--- config.mk ---
export PLATFORM = sky130hd
export DESIGN_NAME = calc_ctrl
export DESIGN_NICKNAME = d
export VERILOG_FILES = /design/src/rtl/calc_ctrl.sv
export SDC_FILE = /design/constraint.sdc
export NUM_CORES = 1
export LEC_CHECK = 0
export CAP_MARGIN = 20
export CORE_AREA = 2 2 39 41
export CTS_BUF_LIST = sky130_fd_sc_hd__clkbuf_8 sky130_fd_sc_hd__clkbuf_16
export CTS_CLUSTER_SIZE = 20
export DETAILED_ROUTE_END_ITERATION = 16
export DIE_AREA = 0 0 41 43
export PLACE_DENSITY = 0.69
export SETUP_SLACK_MARGIN = 0.2
export SYNTH_ARGS = -nofsm -noshare
export SYNTH_HDL_FRONTEND = slang
export SYNTH_SLANG_ARGS = --single-unit
--- constraint.sdc ---
create_clock -name clk -period 1.9 [get_ports clk]
set_clock_uncertainty 0.15 [all_clocks]
set_input_delay 0.38 -clock clk [delete_from_list [all_inputs] [get_ports clk]]
set_output_delay 0.38 -clock clk [all_outputs]
set_load 0.05 [all_outputs]
--- src/rtl/calc_ctrl.sv ---
// Sequencer for the calculator datapath: clears the register file, then runs load A, load B, execute, hold.
// done is asserted 4 cycles after go is accepted and held until go falls; all outputs are Moore.
module calc_ctrl #(
  parameter int addr_size = 2,
  parameter int rf_size   = 4
) (
  input  logic                 clk,
  input  logic                 rst,
  input  logic                 go,
  input  logic [addr_size-1:0] op,
  output logic [addr_size-1:0] s1,
  output logic [addr_size-1:0] wa,
  output logic                 we,
  output logic [addr_size-1:0] raa,
  output logic                 rea,
  output logic [addr_size-1:0] rab,
  output logic                 reb,
  output logic [addr_size-1:0] c,
  output logic                 s2,
  output logic                 busy,
  output logic                 done
);

  typedef enum logic [2:0] {
    S_INIT   = 3'd0,
    S_IDLE   = 3'd1,
    S_LOAD_A = 3'd2,
    S_LOAD_B = 3'd3,
    S_EXEC   = 3'd4,
    S_DONE   = 3'd5
  } state_t;

  localparam logic [addr_size-1:0] SEL_IN1  = addr_size'(0);
  localparam logic [addr_size-1:0] SEL_IN2  = addr_size'(1);
  localparam logic [addr_size-1:0] SEL_ZERO = addr_size'(2);
  localparam logic [addr_size-1:0] SEL_ALU  = addr_size'(3);
  localparam logic [addr_size-1:0] REG_R1   = addr_size'(1);
  localparam logic [addr_size-1:0] REG_R2   = addr_size'(2);
  localparam logic [addr_size-1:0] REG_R3   = addr_size'(3);
  localparam logic [addr_size-1:0] CLR_LAST = addr_size'(rf_size - 1);

  state_t               state_q, state_d;
  logic [addr_size-1:0] clr_cnt_q, clr_cnt_d;
  logic [addr_size-1:0] op_q, op_d;

  always_ff @(posedge clk) begin
    if (rst) begin
      state_q   <= S_INIT;
      clr_cnt_q <= '0;
      op_q      <= '0;
    end else begin
      state_q   <= state_d;
      clr_cnt_q <= clr_cnt_d;
      op_q      <= op_d;
    end
  end

  always_comb begin
    state_d   = state_q;
    clr_cnt_d = clr_cnt_q;
    op_d      = op_q;
    s1        = SEL_ZERO;
    wa        = '0;
    we        = 1'b0;
    raa       = '0;
    rea       = 1'b0;
    rab       = '0;
    reb       = 1'b0;
    c         = op_q;
    s2        = 1'b0;
    busy      = 1'b1;
    done      = 1'b0;

    case (state_q)
      S_INIT: begin
        wa = clr_cnt_q;
        we = 1'b1;
        if (clr_cnt_q == CLR_LAST) begin
          clr_cnt_d = '0;
          state_d   = S_IDLE;
        end else begin
          clr_cnt_d = clr_cnt_q + addr_size'(1);
        end
      end
      S_IDLE: begin
        busy = 1'b0;
        if (go) begin
          op_d    = op;
          state_d = S_LOAD_A;
        end
      end
      S_LOAD_A: begin
        s1      = SEL_IN1;
        wa      = REG_R1;
        we      = 1'b1;
        state_d = S_LOAD_B;
      end
      S_LOAD_B: begin
        s1      = SEL_IN2;
        wa      = REG_R2;
        we      = 1'b1;
        state_d = S_EXEC;
      end
      S_EXEC: begin
        rea     = 1'b1;
        raa     = REG_R1;
        reb     = 1'b1;
        rab     = REG_R2;
        s1      = SEL_ALU;
        wa      = REG_R3;
        we      = 1'b1;
        state_d = S_DONE;
      end
      S_DONE: begin
        // Read ports stay on R1/R2 so the ALU keeps presenting the result.
        rea  = 1'b1;
        raa  = REG_R1;
        reb  = 1'b1;
        rab  = REG_R2;
        s2   = 1'b1;
        done = 1'b1;
        if (!go) state_d = S_IDLE;
      end
      default: begin
        clr_cnt_d = '0;
        state_d   = S_INIT;
      end
    endcase
  end

endmodule

==> flow_summary.json <==
{
  "status": "complete, no violations",
  "crit_path_start_kind": "register",
  "synthArstFlopShare": 0,
  "hold_path.class": "reg2reg",
  "synthFlopType": "dfxtp_1",
  "ios": 21,
  "cts.path.max_buffers": 2,
  "tritoncts": "built",
  "grt_pass1_wl_um": 1500,
  "vias": 463,
  "arrival_ns": 1.14,
  "seq_area_frac_synth": 0.305,
  "finalNonFillerCells": 98,
  "drive_gt1_frac": 0.537,
  "clock.fmax_mhz": 597,
  "maxCapViolations": 0,
  "synth_cell_types": 24,
  "fin_crit_ns": 1.67,
  "area_growth_pct": 100,
  "ant_nets": 0,
  "clk_latency_ns": 0.23,
  "syn-cell-area_um2": 459,
  "io_buffer_count": 18,
  "clock_sinks": 7,
  "nNetsFinal": 89,
  "core_um2": 1380,
  "wire_per_inst_um": 11.3,
  "h-tree-depth": 1,
  "slew_viol_final": 0,
  "worst-setup-path-type": "reg2out",
  "n_antenna_cell": 0,
  "synthTopCellsByCount": "dfxtp_1, a21oi_1, buf_4, nand2_1",
  "die_w_um": 41,
  "antenna_found_initial": 0,
  "fin_util": 0.664,
  "gp_congestion": 0.701,
  "ys_warn_count": 0,
  "ctsHoldBuffers": 0,
  "power_leakage_nw": 0.382,
  "finalHoldViolCount": 0,
  "required_ns": 1.37,
  "rows": 14,
  "yosysMostFrequentCell": "dfxtp_1",
  "syn_avg_cell_area_um2": 7.92,
  "drc": 0,
  "synthCells": 58,
  "grt_setup_unrepaired": "yes",
  "initial_utilization": 0.332,
  "numCtsBuffers": 3,
  "drtIter0Drc": 5,
  "grt_pass1_vias": 377,
  "gr-total-overflow": 0,
  "die_y_um": 43,
  "grt.total_usage": 0.125,
  "synth_area_leaders": "dfxtp_1, buf_4, a21oi_1",
  "power_uw": 930,
  "synth_top_area_share": 0.305,
  "ir_drop_mv": 0.582,
  "cts_root_buffer": "clkbuf_8",
  "crit_path_end_kind": "output port",
  "ys_ff_latch": 7,
  "setup_viol": 0,
  "synth-edff-count": 0,
  "cts.clk_slew.worst_paths_ns": 0.04,
  "fin_crit_sh": 0.881,
  "grt_max_degree": 11,
  "wl_um": 1110,
  "place_hpwl_um": 748,
  "first_pass_iters": 4,
  "cp_max_fo": 8,
  "avgViaCountPerCell": 4.72,
  "die-area_um2": 1760,
  "synth_largest_area_cell": "dfxtp_1",
  "placed_cells": 87,
  "p_per_area_nw_per_um2": 1010
}
==> power breakdown <==
part	internal [mW]	total (mW)	switching, mW
clock	0.140	0.205	0.0654
sequential	0.176	0.209	0.0327
combinational	0.256	0.516	0.260
==> final timing paths <==
path	from	end	slack, ns	cells after the start
worst max-delay path	state_q[2]	wa[0]	0.23	3
worst min-delay path	clr_cnt_q[0]	clr_cnt_q[0]	0.35	2
worst max register to register	state_q[2]	clr_cnt_q[0]	0.26	5
worst min register to register	clr_cnt_q[0]	clr_cnt_q[0]	0.35	2
==> cells in the final DEF (no fill, tap or decap), drive strengths merged, types with 2 or more instances in the layout <==
cell type,count
nor2b,4
nor3,2
nand2,6
nor2,4
mux2i,2
o21ai,2
clkdlybuf4s50,4
nand2b,3
clkbuf,3
conb,2
dfxtp,7
a21oi,7
buf,25
==> per-stage QoR <==
step | hold WS (ns) | instance area, µm² | TNS [ns] | setup slack [ns]
4_1_cts | 0.356 | 830 | 0 | 0.189
3_3_place_gp | 0.334 | 762 | 0 | 0.219
2_1_floorplan | 0.292 | 485 | -0.0191 | -0.0191
5_1_grt | 0.366 | 918 | 0 | 0.187
6_report | 0.348 | 918 | 0 | 0.226
3_5_place_dp | 0.344 | 762 | 0 | 0.226
==> cells by family (layout without fill, tap and decap cells) <==
logic type,count (synthesis),in the layout,share of synthesized area
AOI/OAI and AO/OA,13,13,0.177
adders and majority gates,1,1,0.0272
buffers and inverters,10,33,0.147
DFF,7,7,0.305
muxes,2,2,0.0436
other,1,2,0.00817
and+or+nand+nor,24,24,0.292
==> per-layer routing <==
metal,vias up,track usage,wire length (µm)
met5,-,0,0
met2,15,0.178,583
li1,236,-,-
met4,0,0.0600,14
met3,2,0.0314,48
met1,210,0.169,459
==> state kept, by name, indices dropped and copies added (netlist names) <==
signal     cells
state_q        3
c              2
clr_cnt_q      2
==> critical path: stages, from the launching register on <==
cell and delay [ns]:
dfxtp_4 0.36, buf_6 0.12, a211oi_4 0.26, buf_12 0.17
==> area by class of cell <==
type | count | area, µm²
clock inverters | 1 | 3.75
clock buffers | 3 | 41.3
fillers | 111 | 465
repair buffers | 29 | 402
well taps | 16 | 20.0
flip-flops and latches | 7 | 150
multi-input cells | 42 | 302
==> repair_timing <==
action,4_1_cts,5_1_grt
setup endpoints to repair,11,5
setup buffers,1,6
cloned,0,0
resized for setup,6,11
endpoints found under the hold margin,0,0
pin swaps,1,4
Power figures use the tool's default switching activity.
